## config.mk

```make
export PLATFORM = sky130hd
export DESIGN_NAME = sha256_msg_schedule
export DESIGN_NICKNAME = d
export VERILOG_FILES = /design/src/rtl/sha256_msg_schedule.sv
export SDC_FILE = /design/constraint.sdc
export NUM_CORES = 2
export LEC_CHECK = 0
export ABC_AREA = 1
export CORE_ASPECT_RATIO = 0.5
export CORE_UTILIZATION = 48
export CTS_CLUSTER_DIAMETER = 50
export DETAILED_ROUTE_END_ITERATION = 8
export DONT_BUFFER_PORTS = 1
export PLACE_DENSITY = 0.72
export SLEW_MARGIN = 20
export SYNTH_ARGS = -nofsm -noshare
export SYNTH_HDL_FRONTEND = slang
export SYNTH_SLANG_ARGS = --single-unit
```

## constraint.sdc

```tcl
create_clock -name clk -period 22.4 [get_ports clk]
set_clock_uncertainty 0.1 [all_clocks]
set_input_delay 4.48 -clock clk [delete_from_list [all_inputs] [get_ports clk]]
set_output_delay 4.48 -clock clk [all_outputs]
set_load 0.005 [all_outputs]
```

## src/rtl/sha256_msg_schedule.sv

```systemverilog
`default_nettype none
// ----------------------------------------------------------------------------
// sha256_msg_schedule: streams SHA-256 schedule words W[0..NUM_WORDS-1] of a
// 512-bit block through a valid/ready handshake.      Revision: 1.0
// ----------------------------------------------------------------------------
module sha256_msg_schedule #(
  parameter int NUM_WORDS = 64
) (
  input  logic         clk,
  input  logic         rst,
  input  logic         load,
  input  logic [511:0] block_in,
  input  logic         w_ready,
  output logic         w_valid,
  output logic [31:0]  w_out,
  output logic [5:0]   w_index,
  output logic         busy,
  output logic         done
);

  localparam logic [5:0] c_LAST_IDX = 6'(NUM_WORDS - 1);

  typedef enum logic [0:0] {
    S_IDLE = 1'b0,
    S_RUN  = 1'b1
  } state_t;

  state_t      state_q, state_d;
  logic [31:0] win_q [16];
  logic [31:0] win_d [16];
  logic [5:0]  idx_q, idx_d;
  logic        done_q, done_d;
  logic [31:0] w_new;

  function automatic logic [31:0] sig0(input logic [31:0] x);
    return {x[6:0], x[31:7]} ^ {x[17:0], x[31:18]} ^ {3'b000, x[31:3]};
  endfunction

  function automatic logic [31:0] sig1(input logic [31:0] x);
    return {x[16:0], x[31:17]} ^ {x[18:0], x[31:19]} ^ {10'b0, x[31:10]};
  endfunction

  // W[t+16] from the window holding W[t..t+15]
  assign w_new = sig1(win_q[14]) + win_q[9] + sig0(win_q[1]) + win_q[0];

  always_comb begin
    state_d = state_q;
    win_d   = win_q;
    idx_d   = idx_q;
    done_d  = 1'b0;
    unique case (state_q)
      S_IDLE: begin
        if (load) begin
          for (int i = 0; i < 16; i++) begin
            win_d[i] = block_in[511 - 32*i -: 32];
          end
          idx_d   = '0;
          state_d = S_RUN;
        end
      end
      S_RUN: begin
        if (w_ready) begin
          // Final word: window and index are left as-is so outputs hold in IDLE
          if (idx_q == c_LAST_IDX) begin
            state_d = S_IDLE;
            done_d  = 1'b1;
          end else begin
            for (int i = 0; i < 15; i++) begin
              win_d[i] = win_q[i+1];
            end
            win_d[15] = w_new;
            idx_d     = idx_q + 6'd1;
          end
        end
      end
      default: state_d = S_IDLE;
    endcase
  end

  always_ff @(posedge clk or posedge rst) begin
    if (rst) begin
      state_q <= S_IDLE;
      idx_q   <= '0;
      done_q  <= 1'b0;
      for (int i = 0; i < 16; i++) begin
        win_q[i] <= '0;
      end
    end else begin
      state_q <= state_d;
      idx_q   <= idx_d;
      done_q  <= done_d;
      win_q   <= win_d;
    end
  end

  assign w_valid = (state_q == S_RUN);
  assign busy    = (state_q == S_RUN);
  assign w_out   = win_q[0];
  assign w_index = idx_q;
  assign done    = done_q;

endmodule
`default_nettype wire

```

### Word-level counts from Yosys, hierarchy flattened

Index checks and enable logic that the tools add are counted.
W data, S select, Z words.

| word-level totals | value |
|---|---|
| register bits after elaboration | 520 |
| input bits | 516 |
| output and inout bits | 41 |
| word-level logic and storage cells | 48 |

| cells by class | value |
|---|---|
| add/sub/neg operators | 4 |
| equal/unequal tests | 4 |
| multiplexer cells | 15 |
| bitwise gates (word level) | 5 |
| reduce and logical (&&, ||, !) cells | 1 |

Operators by type and width:

| operator | number |
|---|---|
| $mux W512 | 3 |
| $pmux W512 S2 | 1 |
| $add A32 B32 Y32 | 3 |
| $xor A32 B32 Y32 | 2 |
| $xor A32 B22 Y32 | 1 |
| $xor A32 B29 Y32 | 1 |
| $mux W6 | 3 |
| $pmux W6 S2 | 1 |
| $add A6 B1 Y6 const B | 1 |
| $eq A6 B6 Y1 const B | 1 |
| $mux W1 | 6 |
| $ne A2 B2 Y1 const B | 3 |
| $reduce_and A3 Y1 | 1 |
| $pmux W1 S2 | 1 |
| $not A1 Y1 | 1 |

### Longest topological paths before layout

| depth | value |
|---|---|
| depth after elaboration | 8 |
| gate-level depth with buffers | 19 |
| gate-level depth less buffers | 18 |

### Worst setup path after synthesis

OpenSTA, ideal clock, no wires.

| timing path | value |
|---|---|
| kind | input-to-reg |
| from | in w_ready |
| to | reg win_q[4] in the netlist's numbering |
| library setup time | 0.119 ns |
| arrival | 5.328 ns |
| required time | 22.181 ns |
| setup slack | 16.853 ns |
| cell stages on the path | 8 |
| buffers on the path | 3 |
| path through | nand2_1 -> inv_2 -> nand2_2 -> nand2_2 -> buf_6 -> buf_6 -> buf_4 -> o21a_1 |

| between the ends | value |
|---|---|
| cells in the longest elaborated chain, start to end | 2 |

RTL lines:

| what | RTL line | RTL |
|---|---|---|
| start: declaration | 13 | `input logic w_ready,` |
| $ne A2 B2 Y1 (no source line) | -- |  |
| $reduce_and A3 Y1 (no source line) | -- |  |
| end signal: assignment | 92 | `win_q <= win_d;` |
| end: declaration | 29 | `logic [31:0] win_q [16];` |

Every way passes these cells.
A chain may end at the register's enable or synchronous reset.

### Worst setup path after layout

| timing path | value |
|---|---|
| from | in w_ready |
| to | reg win_q[428] in the netlist's numbering |

Same word-level chain as after synthesis.

==> impl_metrics.json <==
{
  "status": "complete, no violations",
  "die_h_um": 175,
  "cpMostUsedCell": "buf_4",
  "min_period_ns": 8.06,
  "drtIter0Drc": 3104,
  "port_buffers": 0,
  "area_growth_pct": 5.05,
  "first_pass_iters": 6,
  "rows": 62,
  "synthesis.nets": 4330,
  "final_cell_mix": "1246 x nand2_1, 560 x nor2_1, 519 x dfrtp_1, 479 x a31oi_1, 244 x inv_1",
  "maxCapViolCount": 0,
  "crit_chain": "nand2_1 -> inv_2 -> nand2_2 -> nand2_8 -> buf_4 -> buf_4 -> buf_4 -> buf_16 -> nor2_1 -> a31oi_1",
  "tightest_slew_ns": 1.19,
  "min_from": "win_q[28]$_DFFE_PP0P_",
  "clkLatencyLatePin_ns": 0.60,
  "regArea_mm2": 0.0130,
  "grt_max_degree": 210,
  "dp_hpwl_mm": 76.9,
  "multiInputGateArea_mm2": 0.0133,
  "grt_pass1_vias": 23000,
  "drc": 0,
  "dieArea_mm2": 0.0609,
  "maxSlewViolCount": 0,
  "ys_types": 31,
  "cts_sinks": 520,
  "cts_inserted_buffers": 49,
  "max_stage_delay_ns": 0.91,
  "startpoint": "w_ready",
  "endpoint_kind": "flop",
  "hold_violations": 0,
  "ant_nets": 0,
  "routedWlPerCell_um": 23.4,
  "cts_tree": "done",
  "min_path_type": "reg -> reg",
  "cts.path.max_buffers": 3,
  "setup_viol": 0,
  "syn_area_mm2": 0.0287,
  "initial_core_util_pct": 49.3,
  "final_common_cell": "nand2_1",
  "io_pins": 557,
  "grt_usage_pct": 33.0,
  "finalSetupTns_ns": 0,
  "cp_max_fo": 182,
  "yosysWarnings": 0,
  "die_x_um": 348,
  "dp_slack_ns": 13.74,
  "cts_resized": 0,
  "r2r_slack_ns": 16.93,
  "syn_inst": 3720,
  "grt-ovfl-total": 0,
  "clkTransAtPathRegs_ns": 0.06,
  "fillCellCount": 5646,
  "rsz0062_at_grt": "no",
  "place_congestion": 0.977,
  "max_freq_mhz": 124,
  "worstSetupPathType": "in -> reg",
  "drive_gt1_share_pct": 3.15,
  "syn_avg_cell_area_um2": 7.72,
  "post-route-period-util_pct": 36.0,
  "critPathSlowestCell": "buf_4",
  "setup_ws_ns": 14.34,
  "required_ns": 22.80,
  "final_nets": 4097,
  "core_mm2": 0.0583,
  "critPathLaunchType": "input pin",
  "cp_data_arrival_time_ns": 8.46,
  "hold_buffers": 0,
  "vias": 24600,
  "post-cts-setup-buffers": 0,
  "ys_ff_latch": 520,
  "drt-vias-per-instance": 5.68,
  "h-tree-depth": 2,
  "ys_seq_area_share_pct": 45.3,
  "grt_first_pass_wirelength_mm": 149,
  "wl_mm": 101,
  "antenna_found_initial": 11,
  "max_slew_margin_pct": 20.6,
  "r2r-start": "busy$_DFF_PP0_",
  "root_buffer": "clkbuf_16"
}
-- sequential cells by signal (all words and copies together), names as in the netlist --
signal,flops
done,1
win_q,480
w_index,6
w_out,32
busy,1
-- critical path, delay by kind of cell --
kind,cells,cell delay [ns]
compound gates,1,0.17
simple gates,4,0.85
buf+inv,5,2.54
-- synthesized netlist by cell type --
| cell | number | area, µm² |
|---|---|---|
| a221oi_1 | 1 | 8.76 |
| xor2_1 | 61 | 534 |
| nand4_1 | 3 | 18.8 |
| and3_1 | 2 | 12.5 |
| o211ai_1 | 5 | 37.5 |
| nand3b_1 | 1 | 7.51 |
| o22ai_1 | 1 | 6.26 |
| o21a_1 | 4 | 30.0 |
| inv_2 | 3 | 11.3 |
| clkbuf_1 | 148 | 556 |
| a21oi_1 | 46 | 230 |
| dfrtp_1 | 520 | 13000 |
| nand2_1 | 1246 | 4680 |
| nor2_1 | 560 | 2100 |
| buf_1 | 3 | 11.3 |
| fa_1 | 62 | 1240 |
| inv_4 | 1 | 6.26 |
| ha_1 | 32 | 400 |
| nand2_2 | 2 | 12.5 |
| inv_1 | 245 | 920 |
| buf_2 | 108 | 541 |
| a31oi_1 | 479 | 3000 |
| o21ai_0 | 10 | 50.1 |
| o21ai_1 | 7 | 35.0 |
| xnor2_1 | 68 | 596 |
| buf_4 | 39 | 293 |
| nor3_1 | 6 | 30.0 |
| o21bai_1 | 3 | 22.5 |
| buf_6 | 8 | 90.1 |
| nand3_1 | 45 | 225 |
| or2_2 | 1 | 6.26 |
-- cell families after synthesis --
| family | Yosys count | share of synthesized area, % |
|---|---|---|
| compound gates | 556 | 11.9 |
| xor+xnor | 129 | 3.93 |
| fa+ha+maj | 94 | 5.72 |
| buf+inv | 555 | 8.45 |
| flops | 520 | 45.3 |
| simple gates | 1866 | 24.7 |
-- routing by layer --
layer	GRT usage (%)	share of wire, %	vias up
met5	0	0.011	-
met4	12.1	3.8	2
met3	4.57	7.6	196
met2	50.9	46	1075
met1	47.7	43	11900
li1	-	-	11400
-- worst paths after layout --
path / endpoint / depth (start not counted)
setup / recovery: win_q[428]$_DFFE_PP0P_ / 10
hold / removal: win_q[28]$_DFFE_PP0P_ / 2
setup reg to reg: win_q[428]$_DFFE_PP0P_ / 9
hold reg to reg: win_q[28]$_DFFE_PP0P_ / 2
max in group asynchronous: win_q[105]$_DFFE_PP0P_ / 4
min in group asynchronous: win_q[191]$_DFFE_PP0P_ / 1
-- stage by stage --
step | cells | area, µm² | utilization, % | hold WS (ns)
2_1_floorplan | 3720 | 28700 | - | 0.349
3_3_place_gp | 4235 | 28400 | 48.8 | 0.362
3_5_place_dp | 4235 | 28400 | 48.8 | 0.366
4_1_cts | 4321 | 30100 | 51.7 | 0.383
5_1_grt | 4331 | 30200 | 51.8 | 0.409
6_report | 4331 | 30200 | 51.8 | 0.382
-- area by class of cell --
| type | count | share of cell area [%] |
|---|---|---|
| antenna | 9 | 0.0746 |
| clock buffer | 67 | 4.72 |
| clock inverter | 19 | 0.805 |
| inverter | 249 | 3.16 |
| multi-input combinational | 2645 | 44.1 |
| sequential | 520 | 43.1 |
| tap | 800 | 3.32 |
| timing repair buffer | 22 | 0.722 |
Power is not shown: default switching activity piles up to over one toggle a cycle in this logic, so the estimate is an artifact.
